## src/rtl/cms_trace_receiver.sv

```systemverilog
// cms_trace_receiver: AXI-Stream trace beat receiver with FIFO buffering, beat/packet counters and optional tlast framing checker.
// Ports:
//   clk, rst_n                      - clock, asynchronous active-low reset
//   S_AXIS_tvalid/tready/tdata/tlast - input stream; tdata = {pc[XLEN-1:0], instr[31:0]}
//   tlast_interval                  - expected beats per packet (0 is treated as 1)
//   out_valid/out_ready             - head-of-FIFO handshake
//   out_pc/out_instr/out_last       - head entry fields (zero while empty)
//   beat_count, packet_count        - accepted beats / accepted tlast beats since reset
//   tlast_error, error_count        - sticky framing error flag / framing error count
// Build option: define CMS_RX_TLAST_CHECK_EN to include the framing checker;
// without it tlast_error and error_count are held at 0.
module cms_trace_receiver #(
  parameter int XLEN           = 64,
  parameter int AXI_DATA_WIDTH = XLEN + 32,
  parameter int FIFO_DEPTH     = 8
) (
  input  logic                      clk,
  input  logic                      rst_n,
  input  logic                      S_AXIS_tvalid,
  output logic                      S_AXIS_tready,
  input  logic [AXI_DATA_WIDTH-1:0] S_AXIS_tdata,
  input  logic                      S_AXIS_tlast,
  input  logic [31:0]               tlast_interval,
  output logic                      out_valid,
  input  logic                      out_ready,
  output logic [XLEN-1:0]           out_pc,
  output logic [31:0]               out_instr,
  output logic                      out_last,
  output logic [31:0]               beat_count,
  output logic [31:0]               packet_count,
  output logic                      tlast_error,
  output logic [31:0]               error_count
);
  localparam int AW = $clog2(FIFO_DEPTH);
  localparam int EW = XLEN + 33;
  logic [EW-1:0] mem [FIFO_DEPTH];
  logic [AW:0]   wr_ptr, rd_ptr;
  logic [EW-1:0] head;
  logic          ready_en, full, empty, push, pop;
  // Pointers carry one extra wrap bit so full and empty are distinguishable.
  assign full  = (wr_ptr[AW] != rd_ptr[AW]) && (wr_ptr[AW-1:0] == rd_ptr[AW-1:0]);
  assign empty = wr_ptr == rd_ptr;
  // ready_en holds tready low during reset and releases it on the first edge after.
  assign S_AXIS_tready = ready_en & ~full;
  assign out_valid     = ~empty;
  assign push          = S_AXIS_tvalid & S_AXIS_tready;
  assign pop           = out_valid & out_ready;
  assign head          = mem[rd_ptr[AW-1:0]];
  assign out_pc        = out_valid ? head[EW-1:33] : '0;
  assign out_instr     = out_valid ? head[32:1] : '0;
  assign out_last      = out_valid & head[0];
  always_ff @(posedge clk)
    if (push) mem[wr_ptr[AW-1:0]] <= {S_AXIS_tdata[32 +: XLEN], S_AXIS_tdata[31:0], S_AXIS_tlast};
  always_ff @(posedge clk or negedge rst_n)
    if (!rst_n) begin
      ready_en     <= 1'b0;
      wr_ptr       <= '0;
      rd_ptr       <= '0;
      beat_count   <= '0;
      packet_count <= '0;
    end else begin
      ready_en <= 1'b1;
      if (push) wr_ptr <= wr_ptr + 1'b1;
      if (pop) rd_ptr <= rd_ptr + 1'b1;
      if (push) beat_count <= beat_count + 32'd1;
      if (push && S_AXIS_tlast) packet_count <= packet_count + 32'd1;
    end
`ifdef CMS_RX_TLAST_CHECK_EN
  typedef enum logic [1:0] {RX_IDLE, RX_PACKET, RX_RESYNC} rx_state_t;
  rx_state_t   state, state_nxt;
  logic [31:0] idx, idx_nxt, exp_idx;
  logic        at_end, err;
  assign exp_idx = (tlast_interval == 32'd0) ? 32'd0 : tlast_interval - 32'd1;
  // A tlast on or past the expected index closes the packet cleanly.
  assign at_end  = idx >= exp_idx;
  always_ff @(posedge clk or negedge rst_n)
    if (!rst_n) begin
      state       <= RX_IDLE;
      idx         <= '0;
      tlast_error <= 1'b0;
      error_count <= '0;
    end else begin
      state <= state_nxt;
      idx   <= idx_nxt;
      if (err) tlast_error <= 1'b1;
      if (err) error_count <= error_count + 32'd1;
    end
  always_comb
    state_nxt = !push ? state :
                (state == RX_RESYNC) ? (S_AXIS_tlast ? RX_IDLE : RX_RESYNC) :
                S_AXIS_tlast ? RX_IDLE : at_end ? RX_RESYNC : RX_PACKET;
  // Early tlast and missing tlast are both errors; RX_RESYNC reports nothing further.
  always_comb begin
    err     = push && (state != RX_RESYNC) && (S_AXIS_tlast ? !at_end : at_end);
    idx_nxt = !push ? idx : (state_nxt == RX_PACKET) ? idx + 32'd1 : 32'd0;
  end
`else
  logic unused_interval;
  assign unused_interval = ^tlast_interval;
  assign tlast_error     = 1'b0;
  assign error_count     = '0;
`endif
endmodule

```

## config.mk

```make
export PLATFORM = sky130hd
export DESIGN_NAME = cms_trace_receiver
export DESIGN_NICKNAME = d
export VERILOG_FILES = /design/src/rtl/cms_trace_receiver.sv
export SDC_FILE = /design/constraint.sdc
export NUM_CORES = 1
export LEC_CHECK = 0
export CORE_ASPECT_RATIO = 1.2
export CORE_MARGIN = 2
export CORE_UTILIZATION = 53
export CTS_CLUSTER_SIZE = 16
export DETAILED_ROUTE_END_ITERATION = 12
export PLACE_DENSITY = 0.77
export REMOVE_ABC_BUFFERS = 1
export SETUP_SLACK_MARGIN = 0.2
export SLEW_MARGIN = 20
export SYNTH_ARGS = -nofsm -noshare
export SYNTH_HDL_FRONTEND = slang
export SYNTH_SLANG_ARGS = --single-unit
```

## constraint.sdc

```tcl
create_clock -name clk -period 27.4 [get_ports clk]
set_clock_uncertainty 0.2 [all_clocks]
set_input_delay 6.85 -clock clk [delete_from_list [all_inputs] [get_ports clk]]
set_output_delay 6.85 -clock clk [all_outputs]
set_load 0.005 [all_outputs]
```

## Word-level counts from Yosys, hierarchy flattened

Memories as Yosys holds them, arrays and structs flattened.
Index checks and enable logic that the tools add are counted.

- Add/sub/neg operators: 4
- Equal/unequal tests: 3
- Mux-type cells: 4
- Bitwise operators: 6
- Reduce and logical (&&, ||, !) cells: 2

Operator list:

| cell | number |
|---|---|
| 32-bit by 1-bit adder with 32-bit output, second input constant | 2 |
| 64-bit two-way mux | 1 |
| 32-bit two-way mux | 1 |
| 4-bit by 1-bit adder with 4-bit output, second input constant | 2 |
| 1-bit AND | 4 |
| 4-bit == test | 1 |
| 3-bit == test | 1 |
| 1-bit logical AND | 2 |
| 1-bit two-way mux | 2 |
| 1-bit NOT | 2 |
| 1-bit != test | 1 |

- Register bits after elaboration: 73
- Bits in writable memories: 776
- Input port bits: 133
- Output and inout port bits: 196
- Word-level logic and storage cells: 25
- Memories kept: 1

Memory list:

| name | words | width | read ports | clocked after memory_dff | write ports | line | text |
|---|---|---|---|---|---|---|---|
| mem | 8 | 97 | 1 | 0 | 1 | 36 | `logic [EW-1:0] mem [FIFO_DEPTH];` |

## Depth between registers and ports, before layout

Gate-level depths: netlist (run 1).

- Word-level depth: 7
- Mapped depth: 7
- Depth with buffers taken out: 6

## Least setup slack after synthesis (run 1)

No wires, ideal clock.

- Path type: input to register
- Start: input port S_AXIS_tvalid
- End: memory mem[1][0] (netlist name) (enable)
- Library setup time: 825 ps
- Arrival: 17125 ps
- Data required time: 26375 ps
- Path slack: 9250 ps
- Cell stages on the path: 3
- Path buffers: 0
- Cells stage by stage: and2_1 o41ai_2 nor4b_1

- Word-level cells in the longest chain between the ends: 3

RTL lines:

| element | line | text |
|---|---|---|
| start, declared | 19 | `input logic S_AXIS_tvalid,` |
| 1-bit AND | 46 | `assign push = S_AXIS_tvalid & S_AXIS_tready;` |
| 1-bit two-way mux | 53 | `if (push) mem[wr_ptr[AW-1:0]] <= {S_AXIS_tdata[32 +: XLEN], S_AXIS_tdata[31:0], S_AXIS_tlast};` |
| 1-bit two-way mux (not written as such) | 53 |  |
| end, declared | 36 |  |

Every way passes these cells.

## Worst setup path after layout (run 1)

- Start: register rd_ptr[1]
- End: output port out_pc[28]

- Word-level cells in the longest chain between the ends: 2
- Elaborated cells on any way between the ends: 3
- Classes of those cells: eq/ne: 1; mux: 1; memory: 1

RTL lines:

| element | line | text |
|---|---|---|
| start, declared | 37 | `logic [AW:0] wr_ptr, rd_ptr;` |
| start signal, assigned | 64 | `if (pop) rd_ptr <= rd_ptr + 1'b1;` |
| memory 8 x 97 bit or 4-bit == test (tied branches) | -- |  |
| 64-bit two-way mux (*) | 49 | `assign out_pc = out_valid ? head[EW-1:33] : '0;` |
| end, declared | 26 | `output logic [XLEN-1:0] out_pc,` |

Mark *: on every way between the ends. The rest lies on a longest branch, timed or not.

==> impl_metrics.csv, run 1 <==
group,metric,value,unit
status,outcome,"completed",
sta,fmax,89.74,MHz
global_routing,grt_pass1_vias,16740,
yosys,syn_inst,1568,
placed_design,gp_congestion,0.7957,
cts,post_cts_buffers,0,
sta,post-route-period-util,0.4067,
sta,report.final.slew_viol_count,0,
floorplan,die_area,64280,µm²
cts,cts_sinks,849,
yosys,yosysSeqAreaShare,0.7616,
floorplan,die_h,277.3,µm
yosys,syn_area,33000,µm²
yosys,synth_cell_type_count,40,
sta,worst_pin_slew,1120,ps
global_routing,grt-ovfl-total,0,
cts,clockBufferDepth,3,
cells_and_area,drive_above_1_share,0.1874,
cells_and_area,fin_cells,2746,
floorplan,fp.dieW,231.8,µm
cts,clockRootBuffer,"clkbuf_16",
sta,hold_viol_final,0,
routing,drt-pass1-iter-count,5,
routing,viasPerCell,5.782,
power_and_ir_drop,pwr_density_cell,98.97,nW/µm²
global_routing,grt_antenna_before_repair,11,
global_routing,grt.total_usage,0.2097,
critical_path,cp-start-kind,"register",
yosys,synth_area_per_cell,21.04,µm²
power_and_ir_drop,comb_power_share,0.315,
critical_path,path_class,"register to primary output",
critical_path,end_kind,"primary output",
cts,cts_resized,0,
placed_design,placed_cells,2600,
cells_and_area,areaGrowthSynthToFinish,18.10,%
yosys,synthFlopType,"edfxtp_1",
cts,hold_buffers,0,
sta,slew_headroom,0.2532,
cells_and_area,final_nets,2001,
floorplan,io_pins,329,
cts,numCtsBuffers,77,
sta,setup_viol,0,
flow_run,maxCapViolations,0,
floorplan,start_util,0.5338,
yosys,synthTopCellsByArea,"edfxtp_1, mux4_2, dfrtp_1",
critical_path,cp_max_fo,56,
critical_path,crit_required,20350,ps
global_routing,grt_max_degree,108,
sta,rsz0062_at_grt,"false",
cts,worstSkewPairLatency,620,ps
power_and_ir_drop,p_sw,1079,µW
cts,clkSlewWorstSetupHoldPaths,60,ps
placed_design,hpwl,35370,µm
sta,fin_setup_tns,0,ps
yosys,synth_area_leader_cell,"edfxtp_1",
power_and_ir_drop,p_sw_frac,0.2796,
routing,wl,66450,µm
yosys,synth_edf_count,776,
power_and_ir_drop,pwr-share-seq,0.413,
power_and_ir_drop,vdd_drop_max,0.07530,mV
routing,drc,0,
yosys,synth-seq-cells,849,
worst_hold_path,min_path_type,"register to register",
floorplan,core_area,61810,µm²
yosys,synth_commonest_cells,"edfxtp_1, mux4_2, nor2_1",
routing,wl_per_cell,24.20,µm
power_and_ir_drop,p_int,2778,µW
power_and_ir_drop,leakage,0.01300,µW
power_and_ir_drop,clockPowerShare,0.271,
yosys,synth_top_area_share,0.7062,
yosys,yosys_warnings,0,
routing,vias,15880,
yosys,yosysMostFrequentCell,"edfxtp_1",
floorplan,rows,100,
sta,final.min_clock_period,11140,ps
yosys,synth-async-reset-ratio,0.08598,
critical_path,worstPathArrival,4090,ps
routing,drt_iter0_markers,1119,
global_routing,grt_pass1_wl,100800,µm
cts,cts_tree,"done",
routing,antenna_left,0,
cts,htreeDepth,3,
placed_design,io_buffer_count,263,
-- placed cells by master, fill, tap and decap left out, types with 9 or more instances in the layout --
master	Yosys	layout
nand3_1	18	18
nand4_1	26	26
edfxtp_1	776	776
clkbuf_1	29	12
dfrtp_1	73	70
nand2_1	25	25
inv_1	9	9
mux2i_1	97	97
clkinv_1	0	18
clkdlybuf4s50_1	0	262
clkinv_2	0	15
nor2_1	110	109
clkbuf_16	0	77
xor2_1	19	19
conb_1	2	34
buf_4	33	24
mux4_2	194	194
nor3_1	19	16
xnor2_1	50	50
-- state kept, by name, summed over array words and instances, names as in the netlist --
register	count
beat_count	32
mem	776
packet_count	32
rd_ptr	4
ready_en	1
wr_ptr	4
-- critical path, stage by stage, from the launching register on --
cell and delay (ps):
dfrtp_4 720, buf_4 760, buf_4 750, mux4_2 420, mux2i_1 150, nor2_1 60, clkdlybuf4s50_1 560
-- power groups by stage --
stage / combinational (µW) / sequential (µW) / clock (µW)
after floorplan: 760 / 1730 / 0
after global placement: 1210 / 1630 / 0
after detailed placement: 1210 / 1640 / 0
after CTS: 1220 / 1610 / 1070
after global routing: 1310 / 1600 / 1110
final: 1220 / 1590 / 1050
-- layout make-up --
cell class / count / area (µm²)
Antenna cell: 4 / 10.01
Clock buffer: 89 / 1972
Clock inverter: 52 / 489.2
Fill cell: 4211 / 22840
Inverter: 9 / 33.78
Multi-Input combinational cell: 636 / 7407
Sequential cell: 849 / 25140
Tap cell: 816 / 1021
Timing Repair Buffer: 291 / 2895
-- metal layers --
layer,GRT usage,share of wire,vias up
met3,0.05232,0.072,110
met2,0.3432,0.50,564
li1,-,-,6870
met4,0.06887,0.022,12
met5,0,0.0012,-
met1,0.2782,0.40,8321
-- logic make-up after synthesis --
group,after synthesis,share of synthesized area
DFF,849,0.7616
muxes,294,0.1629
and+or+nand+nor,229,0.03341
buffers and inverters,115,0.01915
xor gates and xnor gates,72,0.01979
adders and majority gates,4,0.001517
AOI/OAI and AO/OA,3,0.001479
other,2,0.0002276
-- final timing paths --
check	start	end	slack, ps	cells after the start
setup reg to reg	rd_ptr[1]	mem[7][78]	23500	6
min in group asynchronous	rst_n	beat_count[29]	6250	2
hold / removal	beat_count[31]	beat_count[31]	290	1
setup / recovery	rd_ptr[1]	out_pc[28]	16260	6
hold reg to reg	beat_count[31]	beat_count[31]	290	1
max in group asynchronous	rst_n	rd_ptr[0]	20080	2
-- through the flow --
| step | total power [µW] | setup WS (ps) | hold WS [ps] | utilization | area [µm²] |
|---|---|---|---|---|---|
| finish | 3857 | 16260 | 287.0 | 0.6305 | 38970 |
| detailed placement | 2851 | 16850 | 262.5 | 0.5900 | 36470 |
| CTS | 3902 | 16150 | 290.8 | 0.6299 | 38930 |
| global route | 4026 | 16010 | 301.8 | 0.6304 | 38970 |
| floorplan | 2495 | 4309 | 261.7 | - | 32520 |
| global placement | 2834 | 16840 | 259.0 | 0.5900 | 36470 |
Note: power is estimated with default switching activity, not from simulation.
==> run 2, diff against run 1 <==
==> constraint.sdc (replaced) <==
create_clock -name clk -period 11.5 [get_ports clk]
set_clock_uncertainty 0.2 [all_clocks]
set_input_delay 2.875 -clock clk [delete_from_list [all_inputs] [get_ports clk]]
set_output_delay 2.875 -clock clk [all_outputs]
set_load 0.005 [all_outputs]
==> impl_metrics.csv, run 2 (synthesized netlist as in run 1, its figures left out) <==
group,metric,value,unit
sta,hold_viol_final,0,
routing,viasPerCell,5.784,
cts,cts_tree,"done",
sta,setup_viol,0,
floorplan,die_h,277.3,µm
sta,fin_setup_tns,0,ps
placed_design,io_buffer_count,263,
routing,drt_iter0_markers,1104,
cts,numCtsBuffers,79,
routing,drt-pass1-iter-count,5,
sta,holdWs,287.3,ps
routing,drc,0,
status,outcome,"completed",
global_routing,grt_max_degree,103,
cts,cts_sinks,849,
floorplan,core_area,61810,µm²
power_and_ir_drop,leakage,0.01303,µW
worst_hold_path,min_path_type,"register to register",
power_and_ir_drop,clockPowerShare,0.278,
placed_design,hpwl,35060,µm
routing,antenna_left,0,
floorplan,fp.dieW,231.8,µm
routing,vias,15880,
floorplan,start_util,0.5338,
sta,rsz0062_at_grt,"false",
floorplan,die_area,64280,µm²
cells_and_area,layout_common_cells,"edfxtp_1, clkdlybuf4s50_1, mux4_2",
flow_run,maxCapViolations,0,
global_routing,grt_pass1_vias,16790,
cells_and_area,n_fill_cell,4191,
power_and_ir_drop,comb_power_share,0.304,
sta,fmax,139.7,MHz
cells_and_area,stdcell_area,39030,µm²
global_routing,grt-ovfl-total,0,
floorplan,rows,100,
cells_and_area,drive_above_1_share,0.1880,
routing,wl,66500,µm
critical_path,worstPathArrival,4080,ps
cts,post_cts_buffers,0,
sta,slew_headroom,0.2543,
power_and_ir_drop,p_int,6682,µW
cells_and_area,areaGrowthSynthToFinish,18.28,%
global_routing,grt.total_usage,0.2097,
global_routing,grt_antenna_before_repair,7,
cts,clockRootBuffer,"clkbuf_16",
cells_and_area,final_util,0.6314,
cts,htreeDepth,3,
power_and_ir_drop,pwr_density_cell,237.2,nW/µm²
cells_and_area,layout_commonest_cell,"edfxtp_1",
sta,report.final.slew_viol_count,0,
cts,cts_resized,0,
critical_path,cp_max_fo,50,
critical_path,path_class,"register to primary output",
routing,wl_per_cell,24.22,µm
critical_path,crit_required,8430,ps
sta,final.min_clock_period,7160,ps
global_routing,grt_pass1_wl,100900,µm
power_and_ir_drop,p_sw_frac,0.2781,
cells_and_area,final_nets,2001,
cts,hold_buffers,0,
sta,worst_pin_slew,1119,ps
critical_path,end_kind,"primary output",
sta,post-route-period-util,0.6226,
power_and_ir_drop,p_sw,2574,µW
placed_design,dpl_cell_area,36440,µm²
cts,clockBufferDepth,3,
cts,worstSkewPairLatency,610,ps
power_and_ir_drop,vdd_drop_max,0.1884,mV
cts,clkSlewWorstSetupHoldPaths,70,ps
power_and_ir_drop,pwr-share-seq,0.418,
placed_design,placed_cells,2599,
critical_path,cp-start-kind,"register",
cells_and_area,largest_reg_flops,776,
floorplan,io_pins,329,
placed_design,gp_congestion,0.7975,
cells_and_area,fin_cells,2746,
[run 2: changes by cell type in the layout (fill, tap and decap cells not counted), moves of 2 or more]
cell	change
clkinv_4	-2
clkbuf_16	+4
clkbuf_8	+3
clkinv_1	+3
buf_12	-2
clkbuf_1	-4
clkinv_2	-4
[run 2: power groups by stage]
stage                     Combinational (µW)  Sequential, µW  Clock, µW
final                                   2810            3870       2570
after CTS                               2860            3880       2620
after detailed placement                2840            3940          0
after floorplan                         1810            4130          0
after global placement                  2820            3920          0
after global routing                    3020            3900       2740
[run 2: worst paths after layout]
path                             startpoint          endpoint  slack (ps)  cells past startpoint
max in group asynchronous             rst_n         rd_ptr[0]        8150                      2
min                        packet_count[31]  packet_count[31]         290                      1
min in group asynchronous             rst_n    beat_count[30]        2270                      2
max reg2reg                       rd_ptr[0]        mem[6][44]        7020                      6
max                               rd_ptr[0]         out_pc[4]        4340                      5
min reg2reg                packet_count[31]  packet_count[31]         290                      1
[run 2: worst max-delay path, cell delays in order (launching register included)]
cell and delay, ps:
dfrtp_4 1060, buf_4 900, mux4_2 620, mux2i_1 210, nor2_1 90, clkdlybuf4s50_1 520
[run 2: per-layer routing]
layer	track usage	vias to the layer above	routed length, µm
met2	0.3365	547	32460
met4	0.06542	8	1554
met5	0	-	57
met1	0.2871	8348	27350
li1	-	6872	-
met3	0.05119	109	5079
[run 2: layout make-up]
| type | instances | area [µm²] | share of cell area |
|---|---|---|---|
| inverters | 9 | 33.78 | 0.0008656 |
| well taps | 816 | 1021 | 0.02616 |
| clock inverters | 50 | 462.9 | 0.01186 |
| diodes | 4 | 10.01 | 0.0002565 |
| repair buffers | 289 | 2835 | 0.07265 |
| clock buffers | 93 | 2106 | 0.05396 |
| multi-input cells | 636 | 7418 | 0.1901 |
| flip-flops and latches | 849 | 25140 | 0.6442 |
[run 2: through the flow]
step                worst slack [ps]  total power, µW
floorplan                      -7616             5945
global placement                4846             6738
detailed placement              4830             6780
CTS                             4160             9359
global route                    3958             9665
finish                          4340             9256
==> run 3, diff against run 2 <==
==> constraint.sdc (replaced) <==
create_clock -name clk -period 6.6 [get_ports clk]
set_clock_uncertainty 0.2 [all_clocks]
set_input_delay 1.65 -clock clk [delete_from_list [all_inputs] [get_ports clk]]
set_output_delay 1.65 -clock clk [all_outputs]
set_load 0.005 [all_outputs]
==> impl_metrics.csv, run 3 (synthesized netlist as in run 1, its figures left out) <==
group,metric,value,unit
status,outcome,"completed",
cts,numCtsBuffers,83,
floorplan,core_area,61810,µm²
floorplan,die_h,277.3,µm
routing,drt-pass1-iter-count,7,
power_and_ir_drop,clockPowerShare,0.291,
critical_path,crit_required,4750,ps
power_and_ir_drop,p_sw_frac,0.2772,
cells_and_area,regArea,25140,µm²
global_routing,grt_antenna_before_repair,5,
cts,clockRootBuffer,"clkbuf_16",
floorplan,start_util,0.5338,
cells_and_area,multi_input_area,7407,µm²
cts,cts_tree,"done",
power_and_ir_drop,leakage,0.01316,µW
placed_design,hpwl,35330,µm
power_and_ir_drop,p_int,11890,µW
sta,slew_headroom,0.3218,
critical_path,end_kind,"primary output",
critical_path,critPathSlowestCell,"dfrtp_4",
power_and_ir_drop,p_sw,4562,µW
critical_path,crit_family,"buffers and inverters",
global_routing,grt_pass1_vias,17000,
global_routing,grt_pass1_wl,102400,µm
critical_path,ff2ff_path_depth,5,
cts,clockBufferDepth,3,
cells_and_area,largest_reg_flops,776,
cells_and_area,final_nets,2006,
power_and_ir_drop,comb_power_share,0.306,
cells_and_area,layout_common_cells,"edfxtp_1, clkdlybuf4s50_1, mux4_2",
sta,worst_pin_slew,1017,ps
global_routing,grt_max_degree,115,
placed_design,dpl_cell_area,36570,µm²
cts,worstSkewPairLatency,630,ps
sta,fmax,189.3,MHz
critical_path,cp-start-kind,"register",
routing,drc,0,
sta,report.final.slew_viol_count,0,
worst_hold_path,min_path_type,"register to register",
cells_and_area,stdcell_area,39380,µm²
flow_run,maxCapViolations,0,
cells_and_area,areaGrowthSynthToFinish,19.33,%
critical_path,timing.critical_path.buf_inv,2,
cts,hold_buffers,0,
cts,clkSlewWorstSetupHoldPaths,60,ps
cts,htreeDepth,3,
critical_path,path_depth,5,
global_routing,grt.total_usage,0.2124,
routing,wl_per_cell,24.07,µm
sta,setup_viol,0,
critical_path,r2r_start,"rd_ptr[0]",
routing,viasPerCell,5.755,
cts,cts_sinks,849,
cts,post_cts_buffers,0,
critical_path,path_class,"register to primary output",
routing,wl,66350,µm
routing,antenna_left,0,
power_and_ir_drop,vdd_drop_max,0.3204,mV
critical_path,path_cells,"buf_4 > mux4_2 > mux2i_1 > nor2_1 > clkdlybuf4s50_1",
placed_design,gp_congestion,0.8187,
critical_path,endpoint,"out_pc[23]",
cells_and_area,n_fill_cell,4137,
critical_path,slowest_delay,830,ps
global_routing,grt-ovfl-total,0,
sta,final.min_clock_period,5283,ps
floorplan,die_area,64280,µm²
critical_path,r2r-end,"mem[3][5]",
placed_design,io_buffer_count,263,
cells_and_area,drive_above_1_share,0.1920,
critical_path,r2r_slack,3160,ps
floorplan,rows,100,
floorplan,io_pins,329,
sta,hold_viol_final,0,
sta,rsz0062_at_grt,"false",
cells_and_area,layout_commonest_cell,"edfxtp_1",
critical_path,cp_max_fo,33,
cts,cts_resized,0,
power_and_ir_drop,pwr_density_cell,417.9,nW/µm²
critical_path,worstPathArrival,3430,ps
sta,post-route-period-util,0.8004,
floorplan,fp.dieW,231.8,µm
critical_path,crit_start,"rd_ptr[0]",
routing,drt_iter0_markers,1103,
routing,vias,15870,
cells_and_area,final_util,0.6371,
power_and_ir_drop,pwr-share-seq,0.403,
run 3: changes by cell type in the layout (fill, tap and decap cells not counted), sizes merged:
cell,change
buf,+1
clkbuf,+18
clkinv,-10
clkinvlp,+2
diode,-1
inv,+1
run 3: cell type report:
class,count,share of cell area
Antenna cell,3,0.0001907
Clock buffer,111,0.05913
Clock inverter,43,0.01195
Inverter,9,0.0008579
Multi-Input combinational cell,636,0.1881
Sequential cell,849,0.6385
Tap cell,816,0.02593
Timing Repair Buffer,290,0.07537
run 3: worst min path at each step:
| stage | start | end | slack, ps | cells past startpoint |
|---|---|---|---|---|
| after floorplan | wr_ptr[3] | wr_ptr[3] | 260 | 1 |
| after global placement | packet_count[31] | packet_count[31] | 260 | 1 |
| after detailed placement | packet_count[31] | packet_count[31] | 260 | 1 |
| after CTS | packet_count[31] | packet_count[31] | 270 | 1 |
| after global routing | packet_count[31] | packet_count[31] | 290 | 1 |
| final | packet_count[31] | packet_count[31] | 270 | 1 |
run 3: worst reg2reg max path, delay by kind of cell, from the launching register on:
kind,cells,cell delay (ps)
AO/OA/AOI/OAI,1,380
AND/OR/NAND/NOR,2,710
XOR/XNOR,1,320
buffers and inverters,1,610
flip-flops,1,830
run 3: per-stage QoR:
stage	std cells	total power (µW)	hold WS [ps]	worst slack (ps)	setup TNS [ps]
global route	2756	17170	288.5	1045	0
floorplan	1494	10240	261.7	-12120	-8551760
finish	2757	16450	271.6	1318	0
CTS	2754	16660	275.0	1145	0
global placement	2600	11770	258.8	1859	0
detailed placement	2600	11850	259.3	1817	0
run 3: layer usage:
layer  track usage  vias up  wire length [µm]
li1              -     6880                 -
met1        0.2816     8319             26300
met2        0.3564      559             33890
met3       0.04626      102              4685
met4       0.06213        6              1449
met5             0        -                31
run 3: power groups by stage:
stage | Clock [µW] | Sequential (µW) | Combinational, µW
global route | 5080 | 6680 | 5420
floorplan | 0 | 7180 | 3060
finish | 4800 | 6630 | 5030
global placement | 0 | 6710 | 5060
detailed placement | 0 | 6740 | 5110
CTS | 4880 | 6640 | 5140
